## src/rtl/fp_seq_multiplier.sv

```systemverilog
`default_nettype none
// ============================================================================
//  Module      : fp_seq_multiplier
//  Description : Iterative floating-point multiplier. Radix-2 shift-add
//                mantissa product, nearest-even rounding, valid/ready I/O.
//  Revision    : 1.0 - initial release
// ============================================================================
module fp_seq_multiplier #(
  parameter int EB = 8,
  parameter int MB = 23
) (
  input  logic              clk,
  input  logic              rst_n,
  input  logic              in_valid,
  output logic              in_ready,
  input  logic [EB+MB:0]    fp_multiplicand,
  input  logic [EB+MB:0]    fp_multiplier,
  output logic              out_valid,
  input  logic              out_ready,
  output logic [EB+MB:0]    fp_product,
  output logic              ovf,
  output logic              unf,
  output logic              nv
);

  localparam int N    = EB + MB + 1;
  localparam int BIAS = 2**(EB-1) - 1;
  localparam int PW   = 2*MB + 2;
  localparam int CW   = $clog2(MB + 2);

  localparam logic signed [EB+1:0] c_bias    = (EB+2)'(BIAS);
  localparam logic signed [EB+1:0] c_exp_max = (EB+2)'(2**EB - 1);
  localparam logic signed [EB+1:0] c_exp_one = (EB+2)'(1);
  localparam logic [N-1:0]         c_nan     = {1'b0, {EB{1'b1}}, 1'b1, {(MB-1){1'b0}}};

  typedef enum logic [1:0] {
    IDLE = 2'd0,
    MUL  = 2'd1,
    NORM = 2'd2,
    DONE = 2'd3
  } state_t;

  state_t                r_state;
  state_t                w_state_next;

  logic                  r_sign;
  logic signed [EB+1:0]  r_exp;
  logic [PW-1:0]         r_mcand;
  logic [MB:0]           r_mplier;
  logic [PW-1:0]         r_acc;
  logic [CW-1:0]         r_cnt;
  logic [N-1:0]          r_product;
  logic                  r_ovf;
  logic                  r_unf;
  logic                  r_nv;

  // Operand classification; denormals count as zero (flush-to-zero)
  logic                  w_sa, w_sb, w_sign;
  logic [EB-1:0]         w_ea, w_eb;
  logic [MB-1:0]         w_ma, w_mb;
  logic                  w_a_zero, w_b_zero, w_a_inf, w_b_inf, w_a_nan, w_b_nan;
  logic                  w_nan, w_inf, w_zero, w_special;
  logic [N-1:0]          w_special_result;
  logic signed [EB+1:0]  w_exp_sum;

  assign w_sa     = fp_multiplicand[N-1];
  assign w_sb     = fp_multiplier[N-1];
  assign w_ea     = fp_multiplicand[N-2:MB];
  assign w_eb     = fp_multiplier[N-2:MB];
  assign w_ma     = fp_multiplicand[MB-1:0];
  assign w_mb     = fp_multiplier[MB-1:0];
  assign w_sign   = w_sa ^ w_sb;

  assign w_a_zero = (w_ea == '0);
  assign w_b_zero = (w_eb == '0);
  assign w_a_inf  = (w_ea == '1) && (w_ma == '0);
  assign w_b_inf  = (w_eb == '1) && (w_mb == '0);
  assign w_a_nan  = (w_ea == '1) && (w_ma != '0);
  assign w_b_nan  = (w_eb == '1) && (w_mb != '0);

  assign w_nan     = w_a_nan | w_b_nan | (w_a_inf & w_b_zero) | (w_b_inf & w_a_zero);
  assign w_inf     = w_a_inf | w_b_inf;
  assign w_zero    = w_a_zero | w_b_zero;
  assign w_special = w_nan | w_inf | w_zero;

  assign w_special_result = w_nan ? c_nan :
                            w_inf ? {w_sign, {EB{1'b1}}, {MB{1'b0}}} :
                                    {w_sign, {(N-1){1'b0}}};

  assign w_exp_sum = $signed({2'b00, w_ea}) + $signed({2'b00, w_eb}) - c_bias;

  // Normalization and round-to-nearest-even of the accumulated product
  logic                  w_hi;
  logic [MB-1:0]         w_mant_pre;
  logic                  w_guard, w_sticky, w_rnd_up;
  logic [MB:0]           w_mant_rnd;
  logic [EB+1:0]         w_exp_inc;
  logic signed [EB+1:0]  w_exp_fin;

  assign w_hi       = r_acc[PW-1];
  assign w_mant_pre = w_hi ? r_acc[PW-2:MB+1] : r_acc[PW-3:MB];
  assign w_guard    = w_hi ? r_acc[MB] : r_acc[MB-1];
  assign w_sticky   = w_hi ? (|r_acc[MB-1:0]) : (|r_acc[MB-2:0]);
  assign w_rnd_up   = w_guard & (w_sticky | w_mant_pre[0]);
  assign w_mant_rnd = {1'b0, w_mant_pre} + {{MB{1'b0}}, w_rnd_up};
  assign w_exp_inc  = {{(EB+1){1'b0}}, w_hi} + {{(EB+1){1'b0}}, w_mant_rnd[MB]};
  assign w_exp_fin  = r_exp + $signed(w_exp_inc);

  always_ff @(posedge clk or negedge rst_n) begin
    if (!rst_n) r_state <= IDLE;
    else        r_state <= w_state_next;
  end

  always_comb begin
    w_state_next = r_state;
    case (r_state)
      IDLE:    if (in_valid) w_state_next = w_special ? DONE : MUL;
      MUL:     if (r_cnt == CW'(MB)) w_state_next = NORM;
      NORM:    w_state_next = DONE;
      DONE:    if (out_ready) w_state_next = IDLE;
      default: w_state_next = IDLE;
    endcase
  end

  always_ff @(posedge clk or negedge rst_n) begin
    if (!rst_n) begin
      r_sign    <= 1'b0;
      r_exp     <= '0;
      r_mcand   <= '0;
      r_mplier  <= '0;
      r_acc     <= '0;
      r_cnt     <= '0;
      r_product <= '0;
      r_ovf     <= 1'b0;
      r_unf     <= 1'b0;
      r_nv      <= 1'b0;
    end else begin
      case (r_state)
        IDLE: begin
          if (in_valid) begin
            r_sign   <= w_sign;
            r_exp    <= w_exp_sum;
            r_mcand  <= {{(MB+1){1'b0}}, 1'b1, w_ma};
            r_mplier <= {1'b1, w_mb};
            r_acc    <= '0;
            r_cnt    <= '0;
            r_ovf    <= 1'b0;
            r_unf    <= 1'b0;
            r_nv     <= w_nan;
            if (w_special) r_product <= w_special_result;
          end
        end
        MUL: begin
          // LSB-first: the multiplicand shifts left as multiplier bits retire
          if (r_mplier[0]) r_acc <= r_acc + r_mcand;
          r_mcand  <= r_mcand << 1;
          r_mplier <= r_mplier >> 1;
          r_cnt    <= r_cnt + CW'(1);
        end
        NORM: begin
          if (w_exp_fin >= c_exp_max) begin
            r_product <= {r_sign, {EB{1'b1}}, {MB{1'b0}}};
            r_ovf     <= 1'b1;
          end else if (w_exp_fin < c_exp_one) begin
            r_product <= {r_sign, {(N-1){1'b0}}};
            r_unf     <= 1'b1;
          end else begin
            r_product <= {r_sign, w_exp_fin[EB-1:0], w_mant_rnd[MB-1:0]};
          end
        end
        default: ;
      endcase
    end
  end

  assign in_ready   = (r_state == IDLE);
  assign out_valid  = (r_state == DONE);
  assign fp_product = r_product;
  assign ovf        = r_ovf;
  assign unf        = r_unf;
  assign nv         = r_nv;

endmodule
`default_nettype wire
```

## config.mk

```make
export PLATFORM = sky130hd
export DESIGN_NAME = fp_seq_multiplier
export DESIGN_NICKNAME = d
export VERILOG_FILES = /design/src/rtl/fp_seq_multiplier.sv
export SDC_FILE = /design/constraint.sdc
export NUM_CORES = 1
export LEC_CHECK = 0
export CAP_MARGIN = 20
export CORE_ASPECT_RATIO = 1.5
export CORE_MARGIN = 2
export CORE_UTILIZATION = 49
export DETAILED_ROUTE_END_ITERATION = 8
export GPL_TIMING_DRIVEN = 0
export PLACE_DENSITY = 0.7
export SLEW_MARGIN = 20
export SYNTH_ARGS = -nofsm -noshare
export SYNTH_HDL_FRONTEND = slang
export SYNTH_SLANG_ARGS = --single-unit
```

## constraint.sdc

```tcl
create_clock -name clk -period 5.15 [get_ports clk]
set_input_delay 1.03 -clock clk [delete_from_list [all_inputs] [get_ports clk]]
set_output_delay 1.03 -clock clk [all_outputs]
set_load 0.03 [all_outputs]
```

[Word-level counts from Yosys, hierarchy flattened]
Index checks and enable logic that the tools add are counted.
Storage, ports and cells
  flip-flop bits (word level): 173
  input port bits: 68
  logic and storage cells: 98
Cells by class
  add/subtract/negate cells: 7
  order comparisons: 2
  eq/ne operators: 14
  multiplexer cells: 30
  bitwise operators: 12
  reductions and logical operators: 22
Operators by type and width (count)
  $pmux W48 S2: 2
  $mux W48: 3
  $mux W32: 3
  $mux W31: 3
  $pmux W32 S2: 1
  $add A48 B48 Y48: 1
  $pmux W24 S2: 1
  $logic_not A23 Y1: 2
  $reduce_bool A23 Y1: 2
  $add A23 B1 Y24: 1
  $mux W24: 1
  $mux W23: 1
  $reduce_or A23 Y1: 1
  $reduce_or A22 Y1: 1
  $eq A8 B8 Y1 const B: 2
  $logic_not A8 Y1: 2
  $ne A2 B2 Y1 const B: 6
  $reduce_and A3 Y1: 4
  $add A10 B3 Y10: 1
  $ge A10 B9 Y1 const B: 1
  $lt A10 B2 Y1 const B: 1
  $pmux W5 S2: 1
  $sub A9 B7 Y10 const B: 1
  $add A8 B8 Y9: 1
  other kinds (19): 44

[Longest topological paths before layout]
Gate-level depths: netlist of the first run.
  depth in word-level cells: 11
  gate-level depth with buffers: 22

[Worst setup path before layout of the first run]
No wires, ideal clock.
  path type: register -> register
  from: register r_acc[47]
  to: register r_product[28], in the netlist fp_product[28]
  library setup time: 0.116 ns
  arrival time: 4.208 ns
  required time: 5.034 ns
  path slack: 0.826 ns
  cell stages (with the launch flop): 21
  period minus slack after synthesis: 4.324 ns
  path through: dfrtp_1 nand2b_1 a21oi_4 or3b_1 or2_4 nor2_8 nand2_4 nor3_4 o211a_1 ha_1 ha_1 inv_1 fa_1 nand3b_1 nor2_1 xor2_1 nand3_1 o31ai_1 nand2_1 a211o_1 o311ai_0
Between the ends
  longest elaborated chain between the ends: 10
  elaborated cells on any way between the ends: 13
  those cells by class: add/sub: 3; order compare: 2; mux: 6; bitwise: 2
Ends and longest elaborated chain
  from (decl): line 50  | logic [PW-1:0] r_acc;
  from (signal assigned): line 155  | if (r_mplier[0]) r_acc <= r_acc + r_mcand;
  $mux W1 / $mux W23 (equally long branches): line 103, 101
  $or A1 B1 Y1: line 104  | assign w_rnd_up = w_guard & (w_sticky | w_mant_pre[0]);
  $and A1 B1 Y1: line 104
  $add A23 B1 Y24: line 105  | assign w_mant_rnd = {1'b0, w_mant_pre} + {{MB{1'b0}}, w_rnd_up};
  $add A1 B1 Y2 *: line 106  | assign w_exp_inc = {{(EB+1){1'b0}}, w_hi} + {{(EB+1){1'b0}}, w_mant_rnd[MB]};
  $add A10 B3 Y10 *: line 107  | assign w_exp_fin = r_exp + $signed(w_exp_inc);
  $lt A10 B2 Y1: line 164  | end else if (w_exp_fin < c_exp_one) begin
  $mux W31: line 164
  $mux W31 *: line 161  | if (w_exp_fin >= c_exp_max) begin
  $pmux W32 S2 *: line 138  | case (r_state)
  to (signal assigned): line 162  | r_product <= {r_sign, {EB{1'b1}}, {MB{1'b0}}};
  to (signal assigned): line 165  | r_product <= {r_sign, {(N-1){1'b0}}};
  to (signal assigned): line 168  | r_product <= {r_sign, w_exp_fin[EB-1:0], w_mant_rnd[MB-1:0]};
  to (decl): line 52  | logic [N-1:0] r_product;
Mark *: on every way between the ends. The rest lies on a longest branch, timed or not.
A chain may end at the register's enable or synchronous reset.

[Worst setup path in the final report of the first run]
  from: register r_acc[26]
  to: register r_product[30], in the netlist fp_product[30]
Between the ends
  longest elaborated chain between the ends: 8
  elaborated cells on any way between the ends: 9
  those cells by class: add/sub: 3; order compare: 2; mux: 4
Ends and longest elaborated chain
  $mux W23 *: line 101  | assign w_mant_pre = w_hi ? r_acc[PW-2:MB+1] : r_acc[PW-3:MB];
  $add A23 B1 Y24 *: line 105
  $add A1 B1 Y2 *: line 106
  $add A10 B3 Y10 *: line 107
  $lt A10 B2 Y1: line 164
  $mux W31: line 164
  $mux W31 *: line 161
  $pmux W32 S2 *: line 138
Marked as above.

==> results of run 1 <==
report_power, final:
group	internal [uW]	switching (uW)
registers	1770	379
logic	1160	1910
clock network	637	613
total	3570	2900
stage by stage:
step / hold slack [ps] / worst slack [ps] / total power (uW) / instance area, um2 / setup TNS (ps)
2_1_floorplan: 450 / 826 / 4290 / 11400 / 0
3_3_place_gp: 461 / -4060 / 5140 / 12800 / -699760
3_5_place_dp: 472 / 2.98 / 5220 / 12800 / 0
4_1_cts: 472 / 73.8 / 6490 / 13400 / 0
5_1_grt: 485 / 12.2 / 6980 / 13400 / 0
6_report: 465 / 341 / 6480 / 13400 / 0
Yosys cell counts (all sizes together) (5+ instances only):
| cell type | instances | area share [%] |
|---|---|---|
| a211oi | 6 | 0.40 |
| mux2i | 58 | 5.1 |
| buf | 18 | 0.79 |
| xor2 | 43 | 3.3 |
| nor3 | 16 | 0.89 |
| o21ai | 132 | 5.9 |
| o211ai | 8 | 0.53 |
| ha | 71 | 7.8 |
| a211o | 5 | 0.38 |
| a21o | 15 | 0.99 |
| nand4 | 31 | 1.7 |
| dfrtp | 173 | 38 |
| mux2 | 7 | 0.69 |
| a21oi | 77 | 3.7 |
| clkbuf | 50 | 1.6 |
| nand3 | 31 | 1.4 |
| nor3b | 5 | 0.37 |
| a22o | 52 | 4.0 |
| nand2b | 14 | 0.77 |
| o311ai | 7 | 0.54 |
| nand2 | 171 | 5.8 |
| a21boi | 5 | 0.36 |
| and3 | 9 | 0.49 |
| nor4 | 20 | 1.1 |
| nor2b | 7 | 0.38 |
| inv | 34 | 1.1 |
| o21bai | 15 | 0.99 |
| nor2 | 44 | 1.6 |
| xnor2 | 46 | 3.5 |
| a31oi | 9 | 0.49 |
| and2 | 8 | 0.44 |
registers in the layout (all words and copies together), names as in the netlist:
name	count
fp_product	32
nv	1
ovf	1
r_acc	48
r_cnt	5
r_exp	10
r_mcand	48
r_mplier	24
r_sign	1
r_state	2
unf	1
cells by family after synthesis:
| kind of cell | synth area share, % |
|---|---|
| AND/OR/NAND/NOR | 16.1 |
| AO/OA/AOI/OAI | 21.3 |
| flip-flops | 38.0 |
| buffers and inverters | 3.60 |
| XOR/XNOR | 6.85 |
| adder cells (fa/ha/maj) | 8.34 |
| multiplexers | 5.80 |
worst max-delay path by stage:
stage                                       to  slack [ps]
floorplan           fp_product[28]$_DFFE_PN0P_         830
global placement     fp_product[8]$_DFFE_PN0P_       -4060
detailed placement  fp_product[22]$_DFFE_PN0P_           3
CTS                 fp_product[22]$_DFFE_PN0P_          70
global route        fp_product[22]$_DFFE_PN0P_          10
finish              fp_product[30]$_DFFE_PN0P_         340
layout make-up:
type                            instances  area, um2  area share [%]
Multi-Input combinational cell        969       6670            49.6
Sequential cell                       173       4330            32.3
Timing Repair Buffer                  108       1120            8.31
Clock buffer                           17        425            3.17
Tap cell                              280        350            2.61
Buffer                                 67        277            2.06
Clock inverter                         15        131           0.978
Inverter                               35        131           0.978
what timing repair did:
item	4_1_cts	5_1_grt
endpoints found under the setup margin	1	28
pin swaps	0	1
setup buffers	0	2
resized for setup	1	5
per-layer routing:
| metal | wire length, um | part of all wire [%] |
|---|---|---|
| met3 | 685 | 2.4 |
| met1 | 11900 | 41 |
| met2 | 15500 | 54 |
| met4 | 710 | 2.5 |
| met5 | 0 | 0 |
==> results.json, run 1 <==
{
  "antenna_found_initial": 0,
  "mostFrequentLayoutCells": "dfrtp_1 (172), nand2_1 (169), o21ai_0 (122), clkdlybuf4s50_1 (103), a21oi_1 (72)",
  "clock-sinks": 173,
  "core_um2": 22900,
  "antenna_left": 0,
  "place_congestion": 0.883,
  "max_stage_delay_ps": 540,
  "routed_wirelength_mm": 28.9,
  "synth_cells": 1245,
  "track_usage_pct": 24.5,
  "rows": 68,
  "start_util_pct": 49.7,
  "worstSetupEndpointType": "register",
  "synth.avg_cell_area_um2": 9.14,
  "area_growth_pct": 18.0,
  "first_pass_iters": 5,
  "die_area_um2": 24500,
  "crit_buf_inv": 1,
  "hold_path_class": "in2async",
  "final_cells": 1664,
  "num_io_pins": 105,
  "critPathMaxFanout": 8,
  "status": "finished, final reports clean",
  "fp.dieH_um": 191,
  "pwr_density_cell_nw_per_um2": 482,
  "finalHoldViolations": 0,
  "final_nets": 1513,
  "routed_via_density": 5.86,
  "fillCellCount": 2031,
  "die_w_um": 128,
  "vias": 9755,
  "reg2reg_to": "fp_product[30]$_DFFE_PN0P_",
  "grt_util_met3_pct": 3.11,
  "rsz0062_at_grt": "no",
  "finalCritPeriodShare_pct": 93.4,
  "synthesis.area_um2": 11400,
  "grt_pass1_wl_mm": 47.9,
  "reg2reg_slack_ps": 340,
  "period_needed_ps": 4810,
  "peakVddDrop_v": 0.000292,
  "yosysSeqAreaShare_pct": 38.0,
  "cpLargestDelayFamily": "simple AND/OR/NAND/NOR gates",
  "timing.critical_path.mode_cell": "ha_1",
  "yosys_register_bits": 173,
  "p_leak_uw": 0.00587,
  "slowest_stage": "dfrtp_1",
  "final_common_cell": "dfrtp_1",
  "timing.rr.start": "r_acc[26]$_DFFE_PN0P_",
  "yosys_warnings": 0,
  "layout-drive-gt1-share_pct": 5.85,
  "routedWlPerCell_um": 17.3,
  "synth-edff-count": 0,
  "setup_viol": 0,
  "clock_latency_ps": 440,
  "crit_required_ps": 5480,
  "grt_remaining_overflow": 0,
  "ys.flop_type": "dfrtp_1",
  "grt_util_met2_pct": 46.3,
  "grt_max_degree": 73,
  "drtIter0Drc": 407,
  "syn_nets": 1387,
  "r2r_cells": 20,
  "final_core_util_pct": 58.7,
  "worst-setup-path-type": "reg2reg",
  "fin_skew_ps": 10.6,
  "dp_hpwl_mm": 22.6,
  "postCtsHoldBufs": 0,
  "remaining_drc_errors": 0,
  "max-cap-violations": 0,
  "async_flop_share_pct": 100,
  "cp.depth": 20,
  "diodes": 0,
  "grtUsageMet1_pct": 27.8,
  "worst_pin_slew_ps": 928,
  "max_freq_mhz": 208,
  "start_kind": "register",
  "numPortBuffers": 104,
  "ctsHtreeMaxLevel": 4,
  "drv_slew": 0,
  "cts_tree": "done",
  "cp_cell_sequence": "nor2b_1 > a21oi_1 > or3b_1 > or2_4 > nor2_8 > nand2_4 > nor3_4 > o211a_1 > ha_1 > ha_1 > inv_1 > fa_1 > nand3b_1 > nor2_1 > xor2_1 > nand3_1 > o31ai_4 > nand2_1 > a211o_1 > o311ai_0",
  "grt_pass1_vias": 9938,
  "cts_buffers": 17,
  "slew_headroom_pct": 38.0,
  "placedCellCount": 1631,
  "clock_path_buffers": 2,
  "crit_arrival_ps": 5140,
  "clk_pin_slew_ps": 70,
  "startpoint": "r_acc[26]$_DFFE_PN0P_",
  "clockRootBuffer": "clkbuf_16",
  "synth_cell_type_count": 80,
  "busiest_layer": "met2"
}
Power figures use the tool's default switching activity.
==> run 2: changes to the inputs <==
Settings changed: CELL_PAD_IN_SITES_DETAIL_PLACEMENT from default to 1, CELL_PAD_IN_SITES_GLOBAL_PLACEMENT from default to 1, CORE_UTILIZATION 49 to 45, PLACE_DENSITY 0.7 to default, PLACE_DENSITY_LB_ADDON from default to 0.1.
==> results.json, run 2 (synthesis results as in run 1) <==
{
  "critPathMaxFanout": 8,
  "peakVddDrop_v": 0.000282,
  "antenna_found_initial": 0,
  "cts_buffers": 17,
  "crit_arrival_ps": 5170,
  "vias": 10080,
  "fillCellCount": 2881,
  "drtIter0Drc": 397,
  "grt_pass1_vias": 10810,
  "placedCellCount": 1678,
  "fp.dieH_um": 199,
  "worst_pin_slew_ps": 1050,
  "max_stage_delay_ps": 430,
  "crit_required_ps": 5480,
  "p_total_uw": 6660,
  "clock_power_share_pct": 19.3,
  "finalCritPeriodShare_pct": 94.0,
  "place_congestion": 0.857,
  "max-cap-violations": 0,
  "slowest_stage": "fa_1",
  "ctsHtreeMaxLevel": 4,
  "clock-sinks": 173,
  "dp_hpwl_mm": 27.0,
  "setup_viol": 0,
  "finalHoldViolations": 0,
  "fin_skew_ps": 7.93,
  "area_growth_pct": 18.6,
  "cpLargestDelayFamily": "simple AND/OR/NAND/NOR gates",
  "routed_wirelength_mm": 34.5,
  "switchingPower_uw": 2970,
  "max_freq_mhz": 207,
  "start_util_pct": 45.6,
  "num_io_pins": 105,
  "die_w_um": 134,
  "remaining_drc_errors": 0,
  "pwr_density_cell_nw_per_um2": 493,
  "grt_remaining_overflow": 0,
  "clockRootBuffer": "clkbuf_16",
  "p_sw_share_pct": 44.6,
  "rows": 71,
  "grt_max_degree": 89,
  "final_cells": 1710,
  "diodes": 0,
  "clock_latency_ps": 440,
  "status": "finished, final reports clean",
  "mostFrequentLayoutCells": "nand2_1 (169), dfrtp_1 (169), o21ai_0 (122), clkdlybuf4s50_1 (103), a21oi_1 (72)",
  "cts_tree": "done",
  "seq_power_share_pct": 32.9,
  "multi_input_area_um2": 6680,
  "slew_headroom_pct": 29.7,
  "worstSetupEndpointType": "register",
  "layout-drive-gt1-share_pct": 5.93,
  "period_needed_ps": 4840,
  "die_area_um2": 26600,
  "comb_power_share_pct": 47.9,
  "final_nets": 1514,
  "drv_slew": 0,
  "clk_pin_slew_ps": 60,
  "p_int_uw": 3690,
  "core_um2": 25000,
  "post_dp_cell_area_um2": 12900,
  "hold_path_class": "reg2reg",
  "cp_cell_sequence": "clkbuf_1 > nand2_1 > or3b_1 > or2_4 > nor2_8 > nand2_4 > nor3_4 > o211a_1 > ha_1 > ha_1 > inv_1 > fa_1 > nand3b_1 > nor2_2 > xor2_2 > nand3_1 > o31ai_4 > nand2_1 > a211o_1 > o311ai_0",
  "routed_via_density": 5.89,
  "final_area_um2": 13500,
  "clock_path_buffers": 2,
  "seq_area_um2": 4330,
  "p_leak_uw": 0.00586,
  "worst-setup-path-type": "reg2reg",
  "setup_slack_ps": 310,
  "numPortBuffers": 104,
  "start_kind": "register",
  "dp_slack_ps": -302,
  "routedWlPerCell_um": 20.2,
  "track_usage_pct": 26.8,
  "grt_pass1_wl_mm": 56.1,
  "crit_buf_inv": 2,
  "antenna_left": 0,
  "first_pass_iters": 4
}
==> run 2: cell count changes in the layout (fill, tap and decap cells not counted), sizes merged <==
cell,delta
bufinv,+2
clkbuf,+6
clkinv,-1
inv,-9
==> run 2: path summary, 6_finish.rpt <==
| kind | start | endpoint | slack (ps) | cells after the start |
|---|---|---|---|---|
| hold reg to reg | r_mplier[9]$_DFFE_PN0P_ | r_mplier[9]$_DFFE_PN0P_ | 480 | 2 |
| setup / recovery | r_acc[27]$_DFFE_PN0P_ | fp_product[28]$_DFFE_PN0P_ | 310 | 20 |
| max in group asynchronous | rst_n | r_acc[22]$_DFFE_PN0P_ | 3690 | 2 |
| min in group asynchronous | rst_n | fp_product[14]$_DFFE_PN0P_ | 570 | 1 |
| setup reg to reg | r_acc[27]$_DFFE_PN0P_ | fp_product[28]$_DFFE_PN0P_ | 310 | 20 |
| hold / removal | r_mplier[9]$_DFFE_PN0P_ | r_mplier[9]$_DFFE_PN0P_ | 480 | 2 |
==> run 2: stage by stage <==
step | util (%) | setup TNS (ps) | hold WS [ps]
6_report | 54.1 | 0 | 482
3_3_place_gp | 51.4 | -758870 | 461
4_1_cts | 53.9 | 0 | 486
3_5_place_dp | 51.5 | -4650 | 471
2_1_floorplan | - | 0 | 450
5_1_grt | 54.1 | -36.1 | 523
==> run 2: tightest hold or removal path, stage by stage (launching register included) <==
cell	delay (ps)
dfrtp_1	340
nand2_1	40
o21ai_0	60
==> run 2: final cells by class <==
type                            count  share of cell area (%)
Tap cell                          328                    3.04
Buffer                             68                    2.09
Clock buffer                       22                    3.51
Inverter                           35                   0.973
Timing Repair Buffer              108                    8.12
Clock inverter                      7                   0.667
Sequential cell                   173                    32.1
Multi-Input combinational cell    969                    49.5
==> run 2: power by group through the flow <==
stage	Combinational, uW	Clock, uW	Sequential [uW]
detailed placement	3150	0	2210
global route	3560	1350	2240
finish	3190	1280	2190
floorplan	2170	0	2120
CTS	3190	1300	2180
global placement	3050	0	2190
==> run 2: what timing repair did <==
| action | 4_1_cts | 5_1_grt |
|---|---|---|
| setup buffers | 2 | 1 |
| hold buffers | 0 | 0 |
| gates resized for setup | 3 | 10 |
| pin swaps | 1 | 2 |
| setup endpoints to repair | 28 | 31 |
| endpoints found under the hold margin | 0 | 0 |
==> run 2: routing by layer <==
layer	wire, um	up-vias	GRT usage [%]
met1	13700	5065	29.5
met3	707	57	3.03
met2	18800	164	51.1
met4	1420	0	12.1
li1	-	4794	-
met5	0	-	0
